--- src/rtl/fe_pkg.sv ---
// Shared types and helpers for the RV32I fetch front-end.
// The instruction-queue entry is built from FE_XLEN, so the top's XLEN must match it.
package fe_pkg;

  localparam int          FE_XLEN     = 32;
  localparam logic [31:0] FE_RESET_PC = 32'h0040_0000;

  typedef enum logic [2:0] {
    BOOT,
    FETCH,
    WAIT,
    FLUSH,
    HALTED
  } fe_fetch_state_t;

  typedef enum logic [6:0] {
    R_TYPE       = 7'b0110011,
    I_TYPE       = 7'b0010011,
    I_LOAD_TYPE  = 7'b0000011,
    I_JALR_TYPE  = 7'b1100111,
    I_ENV_TYPE   = 7'b1110011,
    S_TYPE       = 7'b0100011,
    B_TYPE       = 7'b1100011,
    U_LUI_TYPE   = 7'b0110111,
    U_AUIPC_TYPE = 7'b0010111,
    J_TYPE       = 7'b1101111
  } RV32I_OPCODE_t;

  typedef struct packed {
    logic [31:0]        instr;
    logic [FE_XLEN-1:0] pc;
  } fe_ibuf_entry_t;

  function automatic logic fe_is_legal_opcode(input logic [6:0] op);
    case (op)
      R_TYPE, I_TYPE, I_LOAD_TYPE, I_JALR_TYPE, I_ENV_TYPE,
      S_TYPE, B_TYPE, U_LUI_TYPE, U_AUIPC_TYPE, J_TYPE: return 1'b1;
      default:                                          return 1'b0;
    endcase
  endfunction

endpackage

--- src/rtl/fe_ibuf.sv ---
// Small synchronous FIFO holding fetched instructions; head is visible combinationally.
// Flush empties the queue in one cycle and overrides any push/pop in the same cycle.
module fe_ibuf #(
  parameter  int DEPTH = 2,
  parameter  int WIDTH = 64,
  localparam int PTR_W = $clog2(DEPTH),
  localparam int CNT_W = PTR_W + 1
) (
  input  logic             clk,
  input  logic             rst_n,
  input  logic             i_push,
  input  logic [WIDTH-1:0] i_push_data,
  input  logic             i_pop,
  input  logic             i_flush,
  output logic [WIDTH-1:0] o_head,
  output logic [CNT_W-1:0] o_count
);

  logic [WIDTH-1:0] r_mem [DEPTH];
  logic [PTR_W-1:0] r_wr_ptr;
  logic [PTR_W-1:0] r_rd_ptr;
  logic [CNT_W-1:0] r_count;
  logic             w_do_pop;
  logic             w_do_push;

  assign w_do_pop  = i_pop && (r_count != '0);
  assign w_do_push = i_push && ((r_count != CNT_W'(DEPTH)) || w_do_pop);

  always_ff @(posedge clk) begin
    if (w_do_push && !i_flush) begin
      r_mem[r_wr_ptr] <= i_push_data;
    end
  end

  // Pointers are PTR_W wide, so they wrap modulo DEPTH on their own.
  always_ff @(posedge clk or negedge rst_n) begin
    if (!rst_n) begin
      r_wr_ptr <= '0;
      r_rd_ptr <= '0;
      r_count  <= '0;
    end else if (i_flush) begin
      r_wr_ptr <= '0;
      r_rd_ptr <= '0;
      r_count  <= '0;
    end else begin
      if (w_do_push) r_wr_ptr <= r_wr_ptr + PTR_W'(1);
      if (w_do_pop)  r_rd_ptr <= r_rd_ptr + PTR_W'(1);
      r_count <= r_count + CNT_W'(w_do_push) - CNT_W'(w_do_pop);
    end
  end

  assign o_head  = r_mem[r_rd_ptr];
  assign o_count = r_count;

endmodule

--- src/rtl/fe_fetch_ctrl.sv ---
// RV32I fetch sequencer: owns the PC, keeps one imem request in flight at most,
// queues responses for decode, and handles redirects and sticky halt requests.
module fe_fetch_ctrl
  import fe_pkg::*;
#(
  parameter int             XLEN       = FE_XLEN,
  parameter logic [XLEN-1:0] RESET_PC  = FE_RESET_PC,
  parameter int             IBUF_DEPTH = 2
) (
  input  logic            clk,
  input  logic            rst_n,
  output logic            imem_req_valid,
  input  logic            imem_req_ready,
  output logic [XLEN-1:0] imem_req_addr,
  input  logic            imem_rsp_valid,
  input  logic [31:0]     imem_rsp_data,
  input  logic            redirect_valid,
  input  logic [XLEN-1:0] redirect_pc,
  input  logic            halt_req,
  output logic            dec_valid,
  input  logic            dec_ready,
  output logic [31:0]     dec_instr,
  output logic [XLEN-1:0] dec_pc,
  output RV32I_OPCODE_t   dec_opcode,
  output logic            dec_illegal,
  output logic            halted
);

  localparam int CNT_W = $clog2(IBUF_DEPTH) + 1;

  fe_fetch_state_t r_state, w_state_next;
  logic [XLEN-1:0] r_pc, w_pc_next;
  logic            r_outstanding, w_outstanding_next;
  logic            r_halt_pending, w_halt_pending_next;

  logic            w_req_valid;
  logic            w_hs;
  logic            w_rsp_take;
  logic            w_halt_now;
  logic            w_push;
  logic            w_flush;
  logic            w_credit_ok;
  logic [CNT_W:0]  w_inflight;
  logic [CNT_W-1:0] w_count;
  logic [XLEN-1:0] w_redirect_target;
  fe_ibuf_entry_t  w_push_entry;
  fe_ibuf_entry_t  w_head_entry;

  // Queue slots already claimed by buffered entries plus the request in flight.
  assign w_inflight        = {1'b0, w_count} + {{CNT_W{1'b0}}, r_outstanding};
  assign w_credit_ok       = w_inflight < (CNT_W + 1)'(IBUF_DEPTH);
  assign w_hs              = w_req_valid && imem_req_ready;
  assign w_rsp_take        = imem_rsp_valid && r_outstanding;
  assign w_halt_now        = r_halt_pending || halt_req;
  assign w_redirect_target = redirect_pc & ~XLEN'(3);

  always_comb begin
    w_state_next        = r_state;
    w_pc_next           = r_pc;
    w_outstanding_next  = r_outstanding;
    w_halt_pending_next = w_halt_now;
    w_req_valid         = 1'b0;
    w_push              = 1'b0;
    w_flush             = 1'b0;

    case (r_state)
      BOOT: w_state_next = FETCH;

      FETCH: begin
        // Only the registered halt gates new requests, so a same-cycle halt
        // lets an in-progress handshake complete.
        w_req_valid = w_credit_ok && !r_halt_pending;
        if (w_hs) begin
          w_pc_next          = r_pc + XLEN'(4);
          w_outstanding_next = 1'b1;
        end
        if (redirect_valid) begin
          w_flush      = 1'b1;
          w_pc_next    = w_redirect_target;
          w_state_next = w_hs ? FLUSH : FETCH;
        end else if (w_hs) begin
          w_state_next = WAIT;
        end else if (w_halt_now) begin
          w_state_next = HALTED;
        end
      end

      WAIT: begin
        if (w_rsp_take) w_outstanding_next = 1'b0;
        if (redirect_valid) begin
          w_flush      = 1'b1;
          w_pc_next    = w_redirect_target;
          w_state_next = w_rsp_take ? FETCH : FLUSH;
        end else if (w_rsp_take) begin
          w_push       = 1'b1;
          w_state_next = w_halt_now ? HALTED : FETCH;
        end
      end

      FLUSH: begin
        if (w_rsp_take) w_outstanding_next = 1'b0;
        if (redirect_valid) begin
          w_flush      = 1'b1;
          w_pc_next    = w_redirect_target;
          w_state_next = w_rsp_take ? FETCH : FLUSH;
        end else if (w_rsp_take) begin
          w_state_next = w_halt_now ? HALTED : FETCH;
        end
      end

      HALTED: w_state_next = HALTED;

      default: w_state_next = BOOT;
    endcase
  end

  always_ff @(posedge clk or negedge rst_n) begin
    if (!rst_n) begin
      r_state        <= BOOT;
      r_pc           <= RESET_PC;
      r_outstanding  <= 1'b0;
      r_halt_pending <= 1'b0;
    end else begin
      r_state        <= w_state_next;
      r_pc           <= w_pc_next;
      r_outstanding  <= w_outstanding_next;
      r_halt_pending <= w_halt_pending_next;
    end
  end

  // In WAIT the PC has already advanced past the outstanding request.
  assign w_push_entry.instr = imem_rsp_data;
  assign w_push_entry.pc    = r_pc - XLEN'(4);

  fe_ibuf #(
    .DEPTH (IBUF_DEPTH),
    .WIDTH ($bits(fe_ibuf_entry_t))
  ) u_ibuf (
    .clk         (clk),
    .rst_n       (rst_n),
    .i_push      (w_push),
    .i_push_data (w_push_entry),
    .i_pop       (dec_valid && dec_ready),
    .i_flush     (w_flush),
    .o_head      (w_head_entry),
    .o_count     (w_count)
  );

  assign imem_req_valid = w_req_valid;
  assign imem_req_addr  = r_pc;
  assign halted         = (r_state == HALTED);

  assign dec_valid   = (w_count != '0);
  assign dec_instr   = dec_valid ? w_head_entry.instr : '0;
  assign dec_pc      = dec_valid ? w_head_entry.pc : '0;
  assign dec_opcode  = RV32I_OPCODE_t'(dec_instr[6:0]);
  assign dec_illegal = dec_valid &&
                       (!fe_is_legal_opcode(dec_instr[6:0]) || (dec_instr[1:0] != 2'b11));

endmodule

--- config.mk ---
export PLATFORM = sky130hd
export DESIGN_NAME = fe_fetch_ctrl
export DESIGN_NICKNAME = d
export VERILOG_FILES = /design/src/rtl/fe_pkg.sv /design/src/rtl/fe_ibuf.sv /design/src/rtl/fe_fetch_ctrl.sv
export SDC_FILE = /design/constraint.sdc
export NUM_CORES = 1
export LEC_CHECK = 0
export BUFFER_PORTS_ARGS = -buffer_cell sky130_fd_sc_hd__buf_4
export CAP_MARGIN = 20
export CELL_PAD_IN_SITES_DETAIL_PLACEMENT = 0
export CELL_PAD_IN_SITES_GLOBAL_PLACEMENT = 1
export CORE_ASPECT_RATIO = 0.8
export CORE_MARGIN = 4
export CORE_UTILIZATION = 47
export CTS_CLUSTER_SIZE = 14
export DETAILED_ROUTE_END_ITERATION = 10
export PLACE_DENSITY = 0.89
export RECOVER_POWER = 25
export SLEW_MARGIN = 15
export SYNTH_ARGS = -nofsm -noshare
export SYNTH_HDL_FRONTEND = slang
export SYNTH_SLANG_ARGS = --single-unit
--- constraint.sdc ---
create_clock -name clk -period 20.8 [get_ports clk]
set_input_delay 2.08 -clock clk [delete_from_list [all_inputs] [get_ports clk]]
set_output_delay 2.08 -clock clk [all_outputs]
set_load 0.1 [all_outputs]
# Word-level counts from Yosys, hierarchy flattened
# Memory sizes are Yosys's and may differ from the RTL's.
# Cells that the tools add are included.
[word_totals] n_memories=1 reg_bits=41 ramBits=128 in_bits=71
[mem_list] name="u_ibuf.r_mem" depth=2 word_bits=64 read_ports=1 rd_ports_with_merged_regs=0 write_ports=1 line="fe_ibuf.sv:19" source="logic [WIDTH-1:0] r_mem [DEPTH];"
[op_classes] muxes=32 add_sub_neg=7 n_reduce_logical=25 order_cmp=1 eq_ne=22
[ops] cell="$mux 32" count=5
[ops] cell="$pmux 32 s2" count=1
[ops] cell="$add 32x3->32 const B" count=1
[ops] cell="$sub 32x3->32 const B" count=1
[ops] cell="$eq 7x7->1 const B" count=4
[ops] cell="$eq 7x6->1 const B" count=3
[ops] cell="$mux 3" count=6
[ops] cell="$mux 1" count=15
[ops] cell="$eq 7x5->1 const B" count=2
[ops] cell="$pmux 3 s4" count=1
[ops] cell="$reduce_or 10->1" count=1
[ops] cell="$logic_and 1x1->1" count=8
[ops] cell="$reduce_bool 2->1" count=4
[ops] cell="$eq 7x2->1 const B" count=1
[ops] cell="$eq 3x2->1 const B" count=2
[ops] cell="$mux 2" count=3
[ops] cell="$ne 2x2->1 const B" count=3
[ops] cell="$reduce_and 3->1" count=2
[ops] cell="$ne 2x1->1 const B" count=2
[ops] cell="$ne 4x4->1 const B" count=1
[ops] cell="$add 2x1->3" count=1
[ops] cell="$eq 3x1->1 const B" count=1
[ops] cell="$eq 3x3->1 const B" count=1
[ops] cell="$logic_not 1->1" count=3
[ops] cell="12 further kinds" count=15

# Depth between registers and ports, before layout
# Gate-level depths: netlist of run 1.
[depth] ltp_word=8 depth_mapped=9 ltp_nobuf=9

# Hierarchy
# From an unflattened synthesis of run 1, not the netlist that was laid out.
[unflattened] hier_cells=677 area_unflattened_um2=8210.4
[by_module_without_submodules] mod="fe_ibuf" seq_area_each_um2=3943.8 area_each_um2=4870.9 n_inst=1 cells_each=220
[by_module_without_submodules] mod="fe_fetch_ctrl" seq_area_each_um2=877.1 area_each_um2=3339.5 n_inst=1 cells_each=457

# Worst setup path before layout of run 1
# No wires, ideal clock.
[synth_path] kind="input-to-reg" from="input redirect_valid" to="register u_ibuf.r_wr_ptr" arrival_ps=9155 n_path_buf=1 slack_ps=11534 setup_ps=111 required_ps=20689 stages=4 cell_sequence="clkbuf_1 > or3_1 > nor4_1 > o21bai_1"
[synth_between] elab_chain_len=4
[synth_lines] element="from (decl)" line="fe_fetch_ctrl.sv:17" source="input logic redirect_valid,"
[synth_lines] element="$mux 1" line="fe_fetch_ctrl.sv:90" source="if (redirect_valid) begin"
[synth_lines] element="$mux 1" line="fe_fetch_ctrl.sv:66" source="case (r_state)"
[synth_lines] element="$logic_and 1x1->1" line="fe_ibuf.sv:27" source="assign w_do_push = i_push && ((r_count != CNT_W'(DEPTH)) || w_do_pop);"
[synth_lines] element="$reduce_bool 2->1 (no source line)"
[synth_lines] element="to (signal assigned)" line="fe_ibuf.sv:46" source="if (w_do_push) r_wr_ptr <= r_wr_ptr + PTR_W'(1);"
[synth_lines] element="to (decl)" line="fe_ibuf.sv:20" source="logic [PTR_W-1:0] r_wr_ptr;"
# Several ways; a longest one is shown, not always the timed one.
# A chain may end at the register's enable or synchronous reset.

# Final worst setup path of run 1
[layout_path] from="register u_ibuf.r_rd_ptr" to="output dec_illegal"
[layout_between] elab_chain_len=8
[layout_lines] element="from (decl)" line="fe_ibuf.sv:21" source="logic [PTR_W-1:0] r_rd_ptr;"
[layout_lines] element="from (signal assigned)" line="fe_ibuf.sv:47" source="if (w_do_pop) r_rd_ptr <= r_rd_ptr + PTR_W'(1);"
[layout_lines] element="$mem_v2 2x64 *"
[layout_lines] element="$mux 32 *" line="fe_fetch_ctrl.sv:154" source="assign dec_instr = dec_valid ? w_head_entry.instr : '0;"
[layout_lines] element="$eq 7x6->1, or another cell as far along" line="fe_pkg.sv:35" source="case (op)"
[layout_lines] element="$reduce_or 10->1" line="fe_pkg.sv:35"
[layout_lines] element="$mux 1" line="fe_pkg.sv:35"
[layout_lines] element="$logic_not 1->1" line="fe_fetch_ctrl.sv:158" source="(!fe_is_legal_opcode(dec_instr[6:0]) || (dec_instr[1:0] != 2'b11));"
[layout_lines] element="$logic_or 1x1->1 *" line="fe_fetch_ctrl.sv:158"
[layout_lines] element="$logic_and 1x1->1 *" line="fe_fetch_ctrl.sv:157" source="assign dec_illegal = dec_valid &&"
[layout_lines] element="to (decl)" line="fe_fetch_ctrl.sv:25" source="output logic dec_illegal,"
# Every way passes the cells marked *; elsewhere a longest branch is shown, timed or not.

==> impl_metrics.env, run 1 <==
export IMPL_htree_num_levels=4
export IMPL_ys_flop_type="edfxtp_1"
export IMPL_finalCritPeriodShare_pct=25.1
export IMPL_syn_area_sq_um=8120
export IMPL_yosysSeqAreaShare_pct=57.9
export IMPL_worstHoldStart="r_state[2]"
export IMPL_yosysWarnings=0
export IMPL_synth_compound_area_share_pct=9.77
export IMPL_hp_class="reg -> reg"
export IMPL_drt_wl_total_microns=20900
export IMPL_layout_common_cells="buf_4 (148), edfxtp_1 (124), nor2_1 (84), mux2i_1 (74), dfrtp_1 (37)"
export IMPL_antenna_found_initial=0
export IMPL_cts_hold_repair_buffers=0
export IMPL_synth_ff_latch_count=163
export IMPL_core_sq_um=16800
export IMPL_grt_max_degree=63
export IMPL_drv_slew=40
export IMPL_critPathRequiredTime_ns=18.72
export IMPL_synthSimpleGateAreaFrac_pct=15.0
export IMPL_worstSetupEndpointType="output port"
export IMPL_area_growth_pct=23.7
export IMPL_layout_commonest_cell="buf_4"
export IMPL_synthArstFlopShare_pct=23.9
export IMPL_first_pass_iters=6
export IMPL_overflow=0
export IMPL_startpoint_type="register"
export IMPL_synth_top_family_by_area="simple AND/OR/NAND/NOR gates"
export IMPL_hpwl_microns=14400
export IMPL_syn_inst=679
export IMPL_die_h_microns=126
export IMPL_avgSynthCellArea_sq_um=12.0
export IMPL_skew_ns=0.00696
export IMPL_io_pins=178
export IMPL_clockBufferDepth=2
export IMPL_grt_first_pass_wirelength_microns=33200
export IMPL_yosys_area_share_xor_xnor_pct=3.35
export IMPL_crit_arrival_ns=3.15
export IMPL_hold_viol=0
export IMPL_drive_gt1_share_pct=26.1
export IMPL_synth_adder_area_share_pct=0.617
export IMPL_initial_utilization_pct=48.4
export IMPL_r2r_end="u_ibuf.r_mem[1][2]"
export IMPL_setup_viol=0
export IMPL_cts_buffers=17
export IMPL_vias_per_cell=5.78
export IMPL_grtUsageTotal_pct=21.6
export IMPL_portBuffers=171
export IMPL_routabilityCongestion=0.863
export IMPL_crit_slowest_cell="dfrtp_4"
export IMPL_whs_endpoint="r_state[1]"
export IMPL_rsz0062_at_grt="false"
export IMPL_clock_root_buffer="clkbuf_16"
export IMPL_worstRegToRegCells=5
export IMPL_maxCapViolations=1
export IMPL_cts_reportedPaths_clkPinSlew_ns=0.07
export IMPL_setup_tns_ns=0
export IMPL_timing_critical_path_fanout_max=35
export IMPL_cts_num_sinks=163
export IMPL_r2r_slack_ns=17.65
export IMPL_num_vias=6092
export IMPL_drtIter0Drc=491
export IMPL_whs_path_depth=1
export IMPL_synthMuxAreaShare_pct=9.13
export IMPL_crit_chain="buf_4, mux2i_1, nor2_1, and4_1, o32ai_1, buf_4"
export IMPL_final_antenna_net_count=0
export IMPL_rr_startpoint="r_state[2]"
export IMPL_worstSetupPathType="reg -> out"
export IMPL_cts_tree="yes"
export IMPL_worst_pin_slew_ns=2.26
export IMPL_grt_pass1_vias=6151
export IMPL_drc=0
export IMPL_post_cts_resized=0
export IMPL_die_w_microns=155
export IMPL_postCtsSetupBuffers=0
export IMPL_routedWlPerCell_microns=19.9
export IMPL_critPathMostFrequentCell="buf_4"
export IMPL_die_area_sq_um=19400
export IMPL_fmax_ghz=0.191
export IMPL_yosysUniqueCellTypes=67
export IMPL_slew_headroom_pct=-50.8
export IMPL_violations="max-capacitance violations, max-slew violations"
export IMPL_synth_edff_count=124
export IMPL_min_period_ns=5.23
export IMPL_slowest_delay_ns=0.77
export IMPL_row_count=42
export IMPL_clk_latency_ns=0.43
export IMPL_fin_nets=896
export IMPL_status="finished, violations left"
export IMPL_n_antenna_cell=0
sequential cells by signal (all words and copies together) (netlist names):
signal	cells
r_state	3
u_ibuf.r_rd_ptr	1
u_ibuf.o_count	2
imem_req_addr	30
r_halt_pending	1
u_ibuf.r_wr_ptr	1
u_ibuf.r_mem	124
r_outstanding	1
worst max path at each step:
stage | from | endpoint | slack [ns] | cells past startpoint
2_1_floorplan | redirect_valid | u_ibuf.r_wr_ptr | 11.53 | 4
4_1_cts | u_ibuf.r_rd_ptr | dec_illegal | 15.49 | 6
5_1_grt | u_ibuf.r_rd_ptr | dec_illegal | 15.31 | 6
3_5_place_dp | u_ibuf.r_rd_ptr | dec_illegal | 16.01 | 6
3_3_place_gp | u_ibuf.r_rd_ptr | dec_illegal | 16.06 | 6
6_report | u_ibuf.r_rd_ptr | dec_illegal | 15.58 | 6
critical path: cells and delay by family (launching register included):
kind / cells / cell delay, ns
buffers and inverters: 2 / 0.95
flip-flops: 1 / 0.77
multiplexers: 1 / 0.31
AO/OA/AOI/OAI: 1 / 0.32
AND/OR/NAND/NOR: 2 / 0.34
cell usage after synthesis, types with 4 or more instances:
cell type,count,area [sq um]
edfxtp_1,124,3720
nor2_1,85,319
mux2i_1,74,741
clkbuf_1,44,165
dfrtp_1,38,951
nor3_1,26,130
xor2_1,20,175
o21ai_0,18,90.1
nand2_1,17,63.8
nand3_1,16,80.1
a311oi_1,14,123
nor4_1,13,81.3
and4_1,11,96.3
buf_4,11,82.6
inv_1,11,41.3
nand4_1,11,68.8
xnor2_1,11,96.3
a21o_1,8,60.1
or3_1,8,50.1
a211oi_1,7,52.6
a21oi_1,7,35.0
and2_1,7,43.8
and3_1,6,37.5
nand2b_1,6,37.5
a22oi_1,5,37.5
ha_1,4,50.1
nor2b_1,4,25.0
o211ai_1,4,30.0
o22ai_1,4,25.0
per-layer routing:
layer  up-vias  routed length, microns  GRT usage, %
met2       270                    9940          33.8
met1      2947                    8880          29.8
met4         0                     391          6.07
li1       2842                       -             -
met5         -                       0             0
met3        33                    1730          5.84
per-stage QoR:
step | worst slack [ns] | hold WS [ns] | area [sq um] | instances | util [%]
6_report | 15.58 | 0.585 | 10000 | 1054 | 59.9
5_1_grt | 15.31 | 0.620 | 10000 | 1054 | 59.9
4_1_cts | 15.49 | 0.587 | 10100 | 1054 | 60.2
3_5_place_dp | 16.01 | 0.577 | 9500 | 1022 | 56.7
3_3_place_gp | 16.06 | 0.555 | 9480 | 1020 | 56.6
2_1_floorplan | 11.53 | 0.505 | 8130 | 682 | -
cell type report:
cell class	instances	area (sq um)
fill	1398	6720
sequential	163	4700
multi-input combinational	444	3100
timing repair buffer	183	1330
clock buffer	20	479
tap	220	275
clock inverter	12	113
inverter	12	45.0
logic make-up after synthesis:
family	after synthesis
AND/OR/NAND/NOR	227
XOR/XNOR	31
adder cells (fa/ha/maj)	4
flip-flops	163
AO/OA/AOI/OAI	104
buffers and inverters	75
other	1
multiplexers	74
Power of run 1 is left out: the tool's default activity adds up to more than one toggle a clock period on the data nets, which glitch-free logic cannot reach.
==> run 2, diff against run 1 <==
--- a/config.mk
+++ b/config.mk
@@ -11,10 +11,10 @@
 export CELL_PAD_IN_SITES_GLOBAL_PLACEMENT = 1
 export CORE_ASPECT_RATIO = 0.8
 export CORE_MARGIN = 4
-export CORE_UTILIZATION = 47
+export CORE_UTILIZATION = 43
 export CTS_CLUSTER_SIZE = 14
 export DETAILED_ROUTE_END_ITERATION = 10
-export PLACE_DENSITY = 0.89
+export PLACE_DENSITY = 0.83
 export RECOVER_POWER = 25
 export SLEW_MARGIN = 15
 export SYNTH_ARGS = -nofsm -noshare
==> constraint.sdc (replaced) <==
create_clock -name clk -period 5.46 [get_ports clk]
set_input_delay 0.546 -clock clk [delete_from_list [all_inputs] [get_ports clk]]
set_output_delay 0.546 -clock clk [all_outputs]
set_load 0.1 [all_outputs]
==> impl_metrics.env, run 2 (synthesis results as in run 1) <==
export IMPL_cts_num_sinks=163
export IMPL_portBuffers=171
export IMPL_setup_viol=0
export IMPL_regMostFlops="u_ibuf.r_mem"
export IMPL_n_antenna_cell=0
export IMPL_slew_headroom_pct=-54.2
export IMPL_cts_tree="yes"
export IMPL_final_antenna_net_count=0
export IMPL_drc=0
export IMPL_routabilityCongestion=0.862
export IMPL_clock_root_buffer="clkbuf_16"
export IMPL_drv_slew=40
export IMPL_maxCapViolations=1
export IMPL_worstSetupEndpointType="output port"
export IMPL_cts_reportedPaths_clkPinSlew_ns=0.06
export IMPL_crit_chain="nor2_4, buf_4, nor2_1, and4_1, o32ai_1, buf_4"
export IMPL_htree_num_levels=4
export IMPL_crit_slowest_cell="nor2_4"
export IMPL_drive_gt1_share_pct=25.4
export IMPL_num_vias=6180
export IMPL_grt_max_degree=66
export IMPL_critPathRequiredTime_ns=4.91
export IMPL_die_h_microns=131
export IMPL_rsz0062_at_grt="false"
export IMPL_cts_buffers=17
export IMPL_layout_common_cells="buf_4 (147), edfxtp_1 (124), nor2_1 (84), mux2i_1 (74), dfrtp_1 (37)"
export IMPL_status="finished, violations left"
export IMPL_hold_viol=0
export IMPL_clk_latency_ns=0.42
export IMPL_hp_class="in -> reg"
export IMPL_hpwl_microns=15000
export IMPL_crit_arrival_ns=3.27
export IMPL_drtIter0Drc=588
export IMPL_startpoint_type="register"
export IMPL_overflow=0
export IMPL_die_w_microns=162
export IMPL_first_pass_iters=5
export IMPL_grtUsageTotal_pct=20.6
export IMPL_postCtsSetupBuffers=0
export IMPL_setup_tns_ns=0
export IMPL_fin_nets=894
export IMPL_fmax_ghz=0.262
export IMPL_initial_utilization_pct=44.3
export IMPL_timing_critical_path_fanout_max=37
export IMPL_area_growth_pct=23.9
export IMPL_io_pins=178
export IMPL_grt_pass1_vias=6108
export IMPL_skew_ns=0.0101
export IMPL_core_sq_um=18300
export IMPL_vias_per_cell=5.70
export IMPL_layout_commonest_cell="buf_4"
export IMPL_die_area_sq_um=21200
export IMPL_slowest_delay_ns=0.61
export IMPL_antenna_found_initial=0
export IMPL_finalCritPeriodShare_pct=69.8
export IMPL_post_cts_resized=0
export IMPL_worst_pin_slew_ns=2.31
export IMPL_min_period_ns=3.81
export IMPL_cts_hold_repair_buffers=0
export IMPL_violations="max-capacitance violations, max-slew violations"
export IMPL_worstSetupPathType="reg -> out"
export IMPL_row_count=44
export IMPL_drt_wl_total_microns=21800
export IMPL_largest_reg_flops=124
export IMPL_critPathMostFrequentCell="buf_4"
export IMPL_grt_first_pass_wirelength_microns=33900
export IMPL_routedWlPerCell_microns=20.1
export IMPL_clockBufferDepth=2
## run 2: area by class of cell
class	count	area, sq um
Inverter	12	45.0
Multi-Input combinational cell	444	3120
Tap cell	253	317
Sequential cell	163	4700
Clock buffer	19	433
Clock inverter	12	121
Timing Repair Buffer	181	1320
Fill cell	1617	8280
## run 2: stage by stage
step / instance area [sq um] / util (%) / hold WS (ns) / cells / setup WS (ns)
3_3_place_gp: 9530 / 52.0 / 0.537 / 1052 / 1.91
5_1_grt: 10100 / 54.8 / 0.295 / 1084 / 1.46
3_5_place_dp: 9530 / 52.0 / 0.563 / 1052 / 1.79
2_1_floorplan: 8130 / - / 0.250 / 682 / 0.260
4_1_cts: 10100 / 55.0 / 0.109 / 1083 / 1.63
6_report: 10100 / 54.8 / 0.325 / 1084 / 1.65
## run 2: worst max-delay path: cells and delay by family (launching register included)
| kind | cells | cell delay (ns) |
|---|---|---|
| and+or+nand+nor | 3 | 1.07 |
| buffers and inverters | 2 | 0.87 |
| DFF | 1 | 0.49 |
| AOI/OAI and AO/OA | 1 | 0.39 |
## run 2: final timing paths
check	depth (start not counted)	endpoint	start	slack, ns
worst min register to register	1	r_state[1]	r_state[2]	0.57
min in group asynchronous	1	imem_req_addr[18]	rst_n	0.81
max in group asynchronous	1	u_ibuf.r_rd_ptr	rst_n	3.02
worst max-delay path	6	dec_illegal	u_ibuf.o_count[0]	1.65
worst min-delay path	1	u_ibuf.r_mem[0][43]	imem_rsp_data[11]	0.33
worst max register to register	5	u_ibuf.r_mem[1][32]	r_state[2]	1.80
## run 2: routing by layer
layer / global-route usage (%) / up-vias / wire, microns / share of wire [%]
met5: 0 / - / 0 / 0
met2: 32.2 / 321 / 9880 / 45
li1: - / 2838 / - / -
met4: 5.62 / 0 / 365 / 1.7
met1: 28.8 / 2986 / 9650 / 44
met3: 5.24 / 35 / 1880 / 8.6
Power of run 2 is left out for the same reason.
==> run 3, diff against run 2 <==
--- a/config.mk
+++ b/config.mk
@@ -11,10 +11,10 @@
 export CELL_PAD_IN_SITES_GLOBAL_PLACEMENT = 1
 export CORE_ASPECT_RATIO = 0.8
 export CORE_MARGIN = 4
-export CORE_UTILIZATION = 43
+export CORE_UTILIZATION = 39
 export CTS_CLUSTER_SIZE = 14
 export DETAILED_ROUTE_END_ITERATION = 10
-export PLACE_DENSITY = 0.83
+export PLACE_DENSITY = 0.79
 export RECOVER_POWER = 25
 export SLEW_MARGIN = 15
 export SYNTH_ARGS = -nofsm -noshare
==> constraint.sdc (replaced) <==
create_clock -name clk -period 3.5 [get_ports clk]
set_input_delay 0.35 -clock clk [delete_from_list [all_inputs] [get_ports clk]]
set_output_delay 0.35 -clock clk [all_outputs]
set_load 0.1 [all_outputs]
==> impl_metrics.env, run 3 (synthesis results as in run 1) <==
export IMPL_initial_utilization_pct=40.3
export IMPL_startpoint_type="register"
export IMPL_io_pins=178
export IMPL_crit_slowest_cell="dfrtp_4"
export IMPL_cts_num_sinks=163
export IMPL_area_growth_pct=25.8
export IMPL_drv_slew=0
export IMPL_placed_cell_area_sq_um=9680
export IMPL_cts_tree="yes"
export IMPL_post_cts_resized=0
export IMPL_regMostFlops="u_ibuf.r_mem"
export IMPL_clk_latency_ns=0.42
export IMPL_layout_commonest_cell="buf_4"
export IMPL_n_fill_cell=1834
export IMPL_portBuffers=171
export IMPL_clock_root_buffer="clkbuf_16"
export IMPL_drive_gt1_share_pct=27.8
export IMPL_rr_startpoint="r_state[1]"
export IMPL_first_pass_iters=6
export IMPL_num_vias=6053
export IMPL_crit_chain="buf_4, o21ai_0, o32ai_4, buf_4"
export IMPL_drc=0
export IMPL_fmax_ghz=0.368
export IMPL_finalCritPeriodShare_pct=77.6
export IMPL_status="finished, final reports clean"
export IMPL_setup_viol=0
export IMPL_overflow=0
export IMPL_drt_wl_total_microns=21800
export IMPL_die_h_microns=137
export IMPL_slowest_delay_ns=0.62
export IMPL_setup_tns_ns=0
export IMPL_grt_pass1_vias=5817
export IMPL_grtUsageTotal_pct=18.6
export IMPL_drtIter0Drc=376
export IMPL_timing_critical_path_fanout_max=28
export IMPL_min_period_ns=2.72
export IMPL_skew_ns=0.00773
export IMPL_regArea_sq_um=4700
export IMPL_critPathMostFrequentCell="buf_4"
export IMPL_r2r_slack_ns=1.04
export IMPL_htree_num_levels=4
export IMPL_fin_nets=906
export IMPL_hp_class="in -> reg"
export IMPL_cts_reportedPaths_clkPinSlew_ns=0.07
export IMPL_multiInputGateArea_sq_um=3150
export IMPL_final_cell_area_sq_um=10200
export IMPL_worstSetupPathType="reg -> out"
export IMPL_worstSetupEndpointType="output port"
export IMPL_die_area_sq_um=23200
export IMPL_routabilityCongestion=0.852
export IMPL_final_antenna_net_count=0
export IMPL_crit_family="buffers and inverters"
export IMPL_clockBufferDepth=2
export IMPL_worst_slack_ns=0.782
export IMPL_row_count=46
export IMPL_core_sq_um=20100
export IMPL_routedWlPerCell_microns=19.6
export IMPL_antenna_found_initial=0
export IMPL_crit_buf_inv=2
export IMPL_slew_headroom_pct=49.6
export IMPL_worstHoldStart="imem_rsp_data[28]"
export IMPL_largest_reg_flops=124
export IMPL_pre_cts_slack_ns=1.10
export IMPL_grt_max_degree=63
export IMPL_critPathRequiredTime_ns=3.15
export IMPL_grt_first_pass_wirelength_microns=33500
export IMPL_cts_buffers=17
export IMPL_setup_worst_path_start="u_ibuf.r_rd_ptr"
export IMPL_crit_arrival_ns=2.37
export IMPL_maxCapViolations=0
export IMPL_hold_viol=0
export IMPL_hpwl_microns=15000
export IMPL_worst_pin_slew_ns=0.754
export IMPL_die_w_microns=169
export IMPL_layout_common_cells="buf_4 (159), edfxtp_1 (124), nor2_1 (81), mux2i_1 (74), dfrtp_1 (37)"
export IMPL_rsz0062_at_grt="false"
export IMPL_n_antenna_cell=0
export IMPL_vias_per_cell=5.46
run 3: metal layers:
metal	GRT usage (%)	up-vias	share of wire, %
met2	27.5	249	45
met4	5.27	0	1.5
met5	0	-	0
li1	-	2858	-
met1	27.7	2927	47
met3	3.96	19	7.2
run 3: final timing paths:
kind,to,cells past startpoint
setup / recovery,dec_illegal,4
hold / removal,u_ibuf.r_mem[0][60],1
setup reg to reg,u_ibuf.r_mem[1][10],5
hold reg to reg,u_ibuf.r_wr_ptr,2
max in group asynchronous,u_ibuf.r_rd_ptr,2
min in group asynchronous,r_outstanding,2
run 3: layout make-up:
cell class	count	area share [%]
inverter	12	0.441
multi-input combinational	444	30.8
tap	264	3.24
clock buffer	19	4.24
sequential	163	46.1
clock inverter	13	1.14
timing repair buffer	193	14.0
run 3: repair_timing:
item,4_1_cts,5_1_grt
hold buffers,1,0
endpoints found under the hold margin,38,0
setup buffers,0,0
run 3: per-stage QoR:
| stage | hold WS [ns] | cells | util [%] |
|---|---|---|---|
| 3_5_place_dp | 0.379 | 1075 | 48.1 |
| 3_3_place_gp | 0.380 | 1075 | 48.1 |
| 4_1_cts | 0.0889 | 1108 | 50.8 |
| 5_1_grt | 0.104 | 1108 | 50.7 |
| 2_1_floorplan | 0.0544 | 682 | - |
| 6_report | 0.132 | 1108 | 50.7 |
Power of run 3 is left out for the same reason.
